File: src/rtl/layer_input_buffer.sv
// -----------------------------------------------------------------------------
// layer_input_buffer
//
// Holds the input vector of one neural-network layer. Words arrive serially
// and shift into the slot array (FILL). Once every slot is loaded the set is
// presented in parallel on neuron_inputs (FULL). From FULL the slots can be
// reloaded in one cycle from the neuron outputs (feedback to the next layer),
// or read out serially, highest slot first, over a valid/ready port (DRAIN).
//
// Optional feature:
//   LAYER_INPUT_BUFFER_RELU_EN - when defined, feedback_load clamps negative
//                                (MSB=1) neuron outputs to zero.
//
// Parameters:
//   WIDTH          - bits per slot / data word
//   NUM_INPUTS     - number of slots (2..16)
//
// Ports:
//   clk            - clock, all state updates on the rising edge
//   rstn           - synchronous active-low reset
//   clear          - synchronous flush back to FILL with zeroed slots
//   in_valid       - in_data qualifier
//   in_data        - serial input word
//   in_ready       - high while filling
//   neuron_outputs - parallel neuron results, neuron k at [k*WIDTH +: WIDTH]
//   feedback_load  - pulse: load neuron_outputs into the slots (FULL only)
//   drain_start    - pulse: start serial readout (FULL only)
//   neuron_inputs  - slot k at [k*WIDTH +: WIDTH]
//   inputs_valid   - high while a complete input set is held (FULL)
//   out_valid      - out_data qualifier (DRAIN only)
//   out_data       - slot currently being drained, 0 outside DRAIN
//   out_ready      - consumer accepts out_data
// -----------------------------------------------------------------------------
module layer_input_buffer #(
  parameter int WIDTH      = 8,
  parameter int NUM_INPUTS = 4
) (
  input  logic                        clk,
  input  logic                        rstn,
  input  logic                        clear,
  input  logic                        in_valid,
  input  logic [WIDTH-1:0]            in_data,
  output logic                        in_ready,
  input  logic [NUM_INPUTS*WIDTH-1:0] neuron_outputs,
  input  logic                        feedback_load,
  input  logic                        drain_start,
  output logic [NUM_INPUTS*WIDTH-1:0] neuron_inputs,
  output logic                        inputs_valid,
  output logic                        out_valid,
  output logic [WIDTH-1:0]            out_data,
  input  logic                        out_ready
);

  localparam int CNT_W = $clog2(NUM_INPUTS + 1);
  localparam int IDX_W = $clog2(NUM_INPUTS);

  typedef enum logic [1:0] {
    ST_FILL,
    ST_FULL,
    ST_DRAIN
  } state_t;

  state_t           state;
  logic [CNT_W-1:0] fill_cnt;
  logic [IDX_W-1:0] rd_idx;
  logic [WIDTH-1:0] slots [NUM_INPUTS];

  // Word stored by feedback_load.
  function automatic logic [WIDTH-1:0] fb_word(input logic [WIDTH-1:0] w);
`ifdef LAYER_INPUT_BUFFER_RELU_EN
    return w[WIDTH-1] ? '0 : w;
`else
    return w;
`endif
  endfunction

  // Clear shares the reset path: both return to an empty FILL with zero slots.
  always_ff @(posedge clk) begin
    // NOTE: slots are a handful of registers, not a RAM, so they can be reset;
    // zeroed slots on reset/clear are observable on neuron_inputs.
    if (!rstn || clear) begin
      // NOTE: non-blocking assignments everywhere in sequential logic so every
      // slot shifts from its pre-edge neighbour value.
      state    <= ST_FILL;
      fill_cnt <= '0;
      rd_idx   <= '0;
      for (int k = 0; k < NUM_INPUTS; k++) slots[k] <= '0;
    end else begin
      case (state)
        ST_FILL: begin
          if (in_valid) begin
            slots[0] <= in_data;
            for (int k = 1; k < NUM_INPUTS; k++) slots[k] <= slots[k-1];
            if (fill_cnt == CNT_W'(NUM_INPUTS - 1)) begin
              state    <= ST_FULL;
              fill_cnt <= CNT_W'(NUM_INPUTS);
            end else begin
              fill_cnt <= fill_cnt + 1'b1;
            end
          end
        end
        ST_FULL: begin
          // Feedback wins over a simultaneous drain request.
          if (feedback_load) begin
            for (int k = 0; k < NUM_INPUTS; k++)
              slots[k] <= fb_word(neuron_outputs[k*WIDTH +: WIDTH]);
          end else if (drain_start) begin
            state  <= ST_DRAIN;
            rd_idx <= IDX_W'(NUM_INPUTS - 1);
          end
        end
        ST_DRAIN: begin
          // Slots are left intact; a following fill overwrites them by shifting.
          if (out_ready) begin
            if (rd_idx == '0) begin
              state    <= ST_FILL;
              fill_cnt <= '0;
            end else begin
              rd_idx <= rd_idx - 1'b1;
            end
          end
        end
        default: state <= ST_FILL;
      endcase
    end
  end

  // Outputs are decoded from registered state only.
  assign in_ready     = (state == ST_FILL);
  assign inputs_valid = (state == ST_FULL);
  assign out_valid    = (state == ST_DRAIN);
  assign out_data     = (state == ST_DRAIN) ? slots[rd_idx] : '0;

  always_comb begin
    // NOTE: default assignment first so no bit is left unassigned (no latch).
    neuron_inputs = '0;
    for (int k = 0; k < NUM_INPUTS; k++)
      neuron_inputs[k*WIDTH +: WIDTH] = slots[k];
  end

endmodule

File: config.mk
export PLATFORM = sky130hd
export DESIGN_NAME = layer_input_buffer
export DESIGN_NICKNAME = d
export VERILOG_FILES = /design/src/rtl/layer_input_buffer.sv
export SDC_FILE = /design/constraint.sdc
export NUM_CORES = 1
export LEC_CHECK = 0
export BUFFER_PORTS_ARGS = -buffer_cell sky130_fd_sc_hd__buf_2
export CAP_MARGIN = 10
export CORE_ASPECT_RATIO = 0.8
export CORE_MARGIN = 2
export CORE_UTILIZATION = 42
export CTS_BUF_LIST = sky130_fd_sc_hd__clkbuf_16
export DETAILED_ROUTE_END_ITERATION = 8
export PLACE_DENSITY_LB_ADDON = 0.1
export SETUP_SLACK_MARGIN = 0.05
export SYNTH_ARGS = -nofsm -noshare
export SYNTH_HDL_FRONTEND = slang
export SYNTH_SLANG_ARGS = --single-unit
File: constraint.sdc
create_clock -name clk -period 1.7 [get_ports clk]
set_input_delay 0 -clock clk [delete_from_list [all_inputs] [get_ports clk]]
set_output_delay 0 -clock clk [all_outputs]
set_load 0.005 [all_outputs]
* Yosys cells after proc, flatten, opt, wreduce, memory -nomap -nowiden
Memories as Yosys holds them, arrays and structs flattened. A register that Yosys moved wholly into a read port is not among the register bits. Cells that the tools add are included.
Operators by class: mux-type cells 38, eq/ne operators 10, reductions and logical operators 9, bitwise logic cells 8, add/sub/neg operators 2
Operators by type and width (count):
- 8-bit two-way mux | 9
- 2-bit two-way mux | 12
- 3-bit two-way mux | 4
- 1-bit two-way mux | 10
- 2-bit inequality test, second input constant | 4
- 1-bit bitwise OR | 8
- 2-bit by 1-bit inequality test with 1-bit output, second input constant | 3
- 2-bit one-hot mux with 3 select lines | 1
- 3-bit one-hot mux with 2 select lines | 1
- 6-bit AND reduction | 1
- 5-bit AND reduction | 1
- 2-bit zero test | 2
- 2-bit one-hot mux with 2 select lines | 1
- 4-bit AND reduction | 1
- 2-bit nonzero test | 2
- 3-bit by 1-bit adder with 3-bit output, second input constant | 1
- 3-bit by 2-bit == test with 1-bit output, second input constant | 1
- 2-bit by 1-bit == test with 1-bit output, second input constant | 1
- 2-bit == test, second input constant | 1
- 2-bit by 1-bit subtractor with 2-bit output, second input constant | 1
- 1-bit zero test | 1
- 1-bit logical OR | 1
Storage, ports and cells: bits of input ports 47, logic and storage cells 71, register bits 7, memory bits (writable) 32, memories 1
Memories:
- slots | depth 4, bits a word 8, rd ports 5, clocked after Yosys merged registers in 1, wr ports 4, line 66 | logic [WIDTH-1:0] slots [NUM_INPUTS];

* Logic depth before layout (Yosys ltp)
Gate-level depths: netlist of the first run.
depth in word-level cells 6, gate-level depth with buffers 6, mapped depth without buffers 5

* Least setup slack after synthesis of the first run
OpenSTA, ideal clock, no wires.
kind reg2reg, from reg state[0], to mem slots[0][0], enable pin, stages on the path, launching flop included 5, library setup time 0.384 ns, setup slack 0.065 ns, arrival 1.251 ns, cells stage by stage dfxtp_1 > buf_6 > nor2b_1 > a21oi_1 > o21ai_0
RTL lines:
- start: declaration | line 63 | state_t state;
- start signal: assignment | line 84 | state <= ST_FILL;
- start signal: assignment | line 95 | state <= ST_FULL;
- start signal: assignment | line 108 | state <= ST_DRAIN;
- end: declaration | line 66

==> results.toml, run 1 <==
[clock_network]
root_buffer = "clkbuf_16"
clock-sinks = 41
cts_tree = "yes"
post_cts_buffers = 0
cts.path.max_buffers = 2
clkLatencyLatePin_ns = 0.29
htreeDepth = 2
clkTransAtPathRegs_ns = 0.06
cts_made_buffers = 5

[cells_and_area]
fin_nets = 305
multi_input_area_um2 = 810
nFillCells = 370
syn_to_final_growth_pct = 40.1
diodes = 0
mostFrequentLayoutCells = "89 x buf_2, 32 x a22o_1, 32 x edfxtp_1"
final_common_cell = "buf_2"
layout-drive-gt1-share_pct = 47.3
register_area_mm2 = 0.00114

[sta]
setup_viol = 0
rsz0062_at_grt = "no"
relSlewSlack_pct = 66.6
fin_crit_sh_pct = 94.9
fin_tns_setup_ns = 0
report.final.slew_viol_count = 0
worst_pin_slew_ns = 0.500
finalHoldViolCount = 0
hold_slack_ns = 0.00232
fmax_ghz = 0.620
min_period_ns = 1.61
fin_skew_ns = 0.00657

[critical_path]
required_ns = 1.70
cp_max_fo = 5
max_stage_delay_ns = 0.54
cpLargestDelayFamily = "multiplexers"
critPathKind = "reg -> out"
start_kind = "register"
setup.worst_path.end_class = "output port"
critPathSlowestCell = "mux4_2"
timing.rr.start = "rd_idx[0]"
r2r.worst_path.cells = 5
rr_endpoint = "rd_idx[1]"
r2r_slack_ns = 0.14
crit_arrival_ns = 1.61
path_buf_inv = 1
path_cells = "mux4_2 > and2_1 > buf_2"

[synth]
synth_cells = 152
synth_nets = 202
yosysSeqAreaShare_pct = 56.0
synth_flop_cell = "edfxtp_1"
syn_avg_cell_area_um2 = 13.4
yosys_warnings = 0
synth_cell_types = 31
synth_edf_count = 32
synth_area_mm2 = 0.00204
ys_ff_latch = 41
ys_async_sr_fraction_pct = 0

[drt]
ant_nets = 0
detail_route.wl_per_cell_um = 17.8
first_pass_iters = 4
vias = 1752
drcViolationCount = 0
drt_iter0_markers = 101
viasPerCell = 5.54
drt-total-wl_mm = 5.63

[floorplanning]
dieArea_mm2 = 0.00543
die_h_um = 66.3
die_w_um = 81.9
core_mm2 = 0.00462
rows = 22
initial_core_util_pct = 44.0
ios = 90

[hold_path]
min_to = "slots[0][6]"
hp-class = "in -> reg"
hold_depth = 2
min_from = "neuron_outputs[6]"

[outcome]
status = "complete, no violations"

[placement]
dp_hpwl_mm = 4.02
gp_congestion = 0.772
portBuffers = 89

[grt]
grt_max_degree = 33
antenna_found_initial = 0
grt_pass1_vias = 1635
grt_usage_pct = 21.2
overflow = 0
grt_first_pass_wirelength_mm = 8.24

[power]
p_leak_nw = 1.30
p_per_area_mw_per_mm2 = 852
vdd_drop_max_mv = 0.422
power_mw = 2.43

[flow_run]
max_cap_violations = 0
worst max path at each step:
stage / slack (ns) / startpoint / cells after the start / to
CTS: 0.08 / register / 4 / out_data[0]
floorplan: 0.06 / state[0] / 4 / slots[0][0]
finish: 0.09 / register / 3 / out_data[7]
global placement: 0.23 / state[1] / 3 / fill_cnt[0]
global route: 0.05 / state[1] / 6 / out_data[0]
detailed placement: 0.17 / state[1] / 4 / slots[1][6]
registers in the layout, indices dropped and copies added (netlist names), named ones only:
register  flops
slots        32
state         2
rd_idx        2
fill_cnt      3
metrics by stage:
| step | area (um2) | instances | util (%) | setup WS [ns] |
|---|---|---|---|---|
| after global routing | 2850 | 316 | 61.7 | 0.0529 |
| final | 2850 | 316 | 61.7 | 0.0861 |
| after detailed placement | 2620 | 302 | 56.6 | 0.171 |
| after CTS | 2850 | 316 | 61.6 | 0.0752 |
| after global placement | 2620 | 302 | 56.6 | 0.233 |
| after floorplan | 2040 | 152 | - | 0.0650 |
synth_stat cells (2+ instances only):
| cell | instances | area (um2) |
|---|---|---|
| a211oi_1 | 2 | 15.0 |
| a21oi_1 | 3 | 15.0 |
| a221oi_1 | 2 | 17.5 |
| a22o_1 | 32 | 280 |
| and2_1 | 8 | 50.1 |
| buf_2 | 5 | 25.0 |
| clkbuf_1 | 8 | 30.0 |
| dfxtp_1 | 9 | 180 |
| edfxtp_1 | 32 | 961 |
| ha_1 | 3 | 37.5 |
| inv_1 | 6 | 22.5 |
| mux4_2 | 8 | 180 |
| nand2_1 | 3 | 11.3 |
| nand2b_1 | 3 | 18.8 |
| nor2_1 | 3 | 11.3 |
| nor2b_1 | 4 | 25.0 |
| nor3_1 | 2 | 10.0 |
| nor4bb_1 | 2 | 20.0 |
| o2111ai_1 | 2 | 17.5 |
| o21ai_0 | 4 | 20.0 |
cells by family (layout without fill, tap and decap cells):
logic type,Yosys count,after routing,synth area share [%]
compound gates,50,50,19.8
fa+ha+maj,3,3,1.84
buf+inv,20,124,4.36
flops,41,41,56.0
mux,9,9,9.34
simple gates,29,29,8.66
metal layers:
metal,global-route usage [%],wire [um],up-vias
met4,7.92,67,0
li1,-,-,818
met2,35.2,2720,89
met5,0,0,-
met1,26.9,2370,837
met3,4.92,470,8
worst register-to-register path: stages, from the launching register on:
cell and delay, ns:
dfxtp_1 0.34, inv_1 0.07, ha_1 0.23, nor4bb_1 0.44
nor3_1 0.12, a211oi_1 0.25
layout make-up:
class	count	share of cell area (%)
clock buffers	5	4.38
clock inverters	3	1.62
flip-flops and latches	41	40.0
inverters	6	0.789
well taps	60	2.63
multi-input cells	91	28.4
repair buffers	110	22.2
report_power, final:
group	switching, mW	internal [mW]	total, mW	leakage [nW]
combinational	0.0856	0.110	0.196	0.771
clock	0.393	0.694	1.09	0.0800
sequential	0.0299	1.12	1.15	0.444
total	0.509	1.92	2.43	1.30
repair_timing:
| item | 4_1_cts | 5_1_grt |
|---|---|---|
| setup endpoints to repair | 0 | 2 |
| hold endpoints to repair | 6 | 0 |
| hold buffers | 6 | 0 |
| gates resized for setup | 0 | 1 |
No activity file was read; power rests on OpenSTA's default activity.
==> run 2, diff against run 1 <==
--- a/config.mk
+++ b/config.mk
@@ -5,11 +5,12 @@
 export SDC_FILE = /design/constraint.sdc
 export NUM_CORES = 1
 export LEC_CHECK = 0
+export ABC_AREA = 1
 export BUFFER_PORTS_ARGS = -buffer_cell sky130_fd_sc_hd__buf_2
 export CAP_MARGIN = 10
-export CORE_ASPECT_RATIO = 0.8
+export CORE_ASPECT_RATIO = 1.2
 export CORE_MARGIN = 2
-export CORE_UTILIZATION = 42
+export CORE_UTILIZATION = 43
 export CTS_BUF_LIST = sky130_fd_sc_hd__clkbuf_16
 export DETAILED_ROUTE_END_ITERATION = 8
 export PLACE_DENSITY_LB_ADDON = 0.1
==> run 2 against run 1 <==
  * Area after synthesis is 7.0% higher
  * Die area grew 4.2%
  * Total power down 8.9%
  * Flip-flop and latch count is the same
  * Largest power group unchanged
  * Worst hold slack barely moved
  * Utilization down 2.8 points
  * Critical endpoint is now slots[2][5]
  * Maximum frequency up 8.5%
==> results.toml, run 2 <==
[placement]
dpl.cell_count = 418
portBuffers = 89
dp_hpwl_mm = 4.32
gp_congestion = 0.834
dp_slack_ns = 0.216

[critical_path]
rr_endpoint = "slots[2][5]"
timing.rr.start = "state[0]"
cp_max_fo = 9
critPathKind = "reg -> reg"
r2r.worst_path.cells = 6
crit_arrival_ns = 1.47
start_kind = "register"
setup.worst_path.end_class = "register"
required_ns = 1.68
r2r_slack_ns = 0.21

[sta]
setup_ws_ns = 0.212
fin_crit_sh_pct = 87.5
worst_pin_slew_ns = 0.435
rsz0062_at_grt = "no"
fmax_ghz = 0.672
fin_tns_setup_ns = 0
setup_viol = 0
relSlewSlack_pct = 71.0
min_period_ns = 1.49
finalHoldViolCount = 0
report.final.slew_viol_count = 0
fin_skew_ns = 0.00476

[grt]
grt.busiest_layer = "met2"
grt_max_degree = 33
overflow = 0
antenna_found_initial = 0
grt_usage_pct = 20.4
grt_pass1_vias = 1889
use_met3_pct = 4.11
grt_util_met2_pct = 37.7
met1_usage_pct = 23.7
grt_first_pass_wirelength_mm = 8.51

[synth]
yosys_warnings = 0
ys_async_sr_fraction_pct = 0
synth-compound-area-share_pct = 18.1
synth_mux_area_share_pct = 0
synth.top_cells.by_area = "edfxtp_1 44%, o21ai_0 11%, dfxtp_1 8.3%, nand2_1 8.3%, inv_1 6.7%"
synthMostInstantiatedCell = "nand2_1"
synth_edf_count = 32
ys_ff_latch = 41
synth_cells = 270
synth_flop_cell = "edfxtp_1"
netlist.area_leader.share_pct = 44.1
synth_top_family_by_area = "simple AND/OR/NAND/NOR gates"
synth_top_area_cell = "edfxtp_1"
ys_top_cells_by_count = "48 x nand2_1, 46 x o21ai_0, 39 x inv_1"
post_synth_and_or_nand_nor_area_fraction_pct = 18.2
synth_cell_types = 19
synth_fa_ha_area_share_pct = 1.72
yosysSeqAreaShare_pct = 52.4
synth_area_mm2 = 0.00218
syn_avg_cell_area_um2 = 8.07
yosys.area_share.xor_xnor_pct = 0
synth_nets = 320

[clock_network]
root_buffer = "clkbuf_16"
clock-sinks = 41
cts.path.max_buffers = 2
htreeDepth = 2
clkLatencyLatePin_ns = 0.28
cts_made_buffers = 5
cts_tree = "yes"
clkTransAtPathRegs_ns = 0.06

[drt]
detail_route.wl_per_cell_um = 13.1
ant_nets = 0
viasPerCell = 4.93
drt-total-wl_mm = 5.61
first_pass_iters = 4
vias = 2106
drt_iter0_markers = 146
drcViolationCount = 0

[cells_and_area]
nFillCells = 452
fin_nets = 416
mostFrequentLayoutCells = "89 x buf_2, 48 x nand2_1, 46 x o21ai_0"
reg_top3 = "slots (32), fill_cnt (3)"
regMostFlops = "slots"
layout.cells.non_filler = 427
largest_reg_flops = 32
final_common_cell = "buf_2"
diodes = 0
syn_to_final_growth_pct = 32.5
layout-drive-gt1-share_pct = 31.6

[hold_path]
hold_depth = 3
hp-class = "in -> reg"
min_to = "slots[2][0]"
min_from = "neuron_outputs[16]"

[flow_run]
max_cap_violations = 0

[floorplanning]
die_w_um = 69.0
ios = 90
rows = 28
die_h_um = 82.0
dieArea_mm2 = 0.00566
core_mm2 = 0.00490
initial_core_util_pct = 44.4

[power]
vdd_drop_max_mv = 0.463
p_per_area_mw_per_mm2 = 767
p_leak_nw = 1.34

[outcome]
status = "complete, no violations"
==> run 2: metrics by stage <==
| stage | util [%] | hold WS [ns] | power [mW] | cell area (um2) |
|---|---|---|---|---|
| global route | 58.9 | 0.00472 | 2.31 | 2890 |
| global placement | 55.8 | 0.282 | 1.35 | 2740 |
| detailed placement | 55.8 | 0.286 | 1.35 | 2740 |
| CTS | 58.9 | 0.000801 | 2.23 | 2890 |
| finish | 58.9 | 0.00213 | 2.22 | 2890 |
| floorplan | - | 0.191 | 1.23 | 2180 |
==> run 2: metal layers <==
| layer | share of wire (%) | vias to the layer above |
|---|---|---|
| met3 | 5.8 | 4 |
| met5 | 0 | - |
| met2 | 51 | 71 |
| met4 | 0.64 | 0 |
| met1 | 42 | 952 |
| li1 | - | 1079 |
==> run 2: cell families (layout without fill, tap and decap cells) <==
family / Yosys count / count (layout)
AOI/OAI and AO/OA: 78 / 78
buffers and inverters: 53 / 150
adders and majority gates: 3 / 3
and+or+nand+nor: 95 / 95
DFF: 41 / 41
==> run 2: how the worst max path moves through the flow <==
stage | depth (start not counted) | end | start | slack, ns
floorplan | 5 | slots[0][0] | state[0] | 0.25
global placement | 6 | slots[2][0] | state[0] | 0.25
detailed placement | 6 | slots[2][1] | state[0] | 0.22
CTS | 5 | out_data[0] | register | 0.08
global route | 7 | register | state[1] | 0.09
finish | 6 | slots[2][5] | state[0] | 0.21
==> run 2: timing repair <==
item / 4_1_cts / 5_1_grt
resized for setup: 0 / 1
hold buffers: 1 / 0
setup endpoints to repair: 0 / 7
hold endpoints to repair: 1 / 0
setup buffers: 0 / 0
==> run 2: cell type report <==
type / instances / area [um2] / area share, %
clock buffers: 5 / 125 / 4.33
clock inverters: 3 / 13.8 / 0.476
inverters: 41 / 154 / 5.33
multi-input cells: 176 / 828 / 28.7
flip-flops and latches: 41 / 1140 / 39.5
well taps: 60 / 75.1 / 2.60
repair buffers: 101 / 551 / 19.1
==> run 2: report_power, final <==
| group | internal [mW] | switching (mW) | total, mW |
|---|---|---|---|
| logic | 0.0920 | 0.0967 | 0.189 |
| registers | 1.12 | 0.0231 | 1.14 |
| clock network | 0.532 | 0.354 | 0.887 |
| total | 1.74 | 0.474 | 2.22 |
==> run 2: worst max-delay path, cell delays in order, from the launching register on <==
cell     delay (ns)
dfxtp_1        0.40
inv_2          0.08
nor2_4         0.12
nand3_2        0.15
buf_4          0.20
nand3_1        0.07
buf_4          0.18
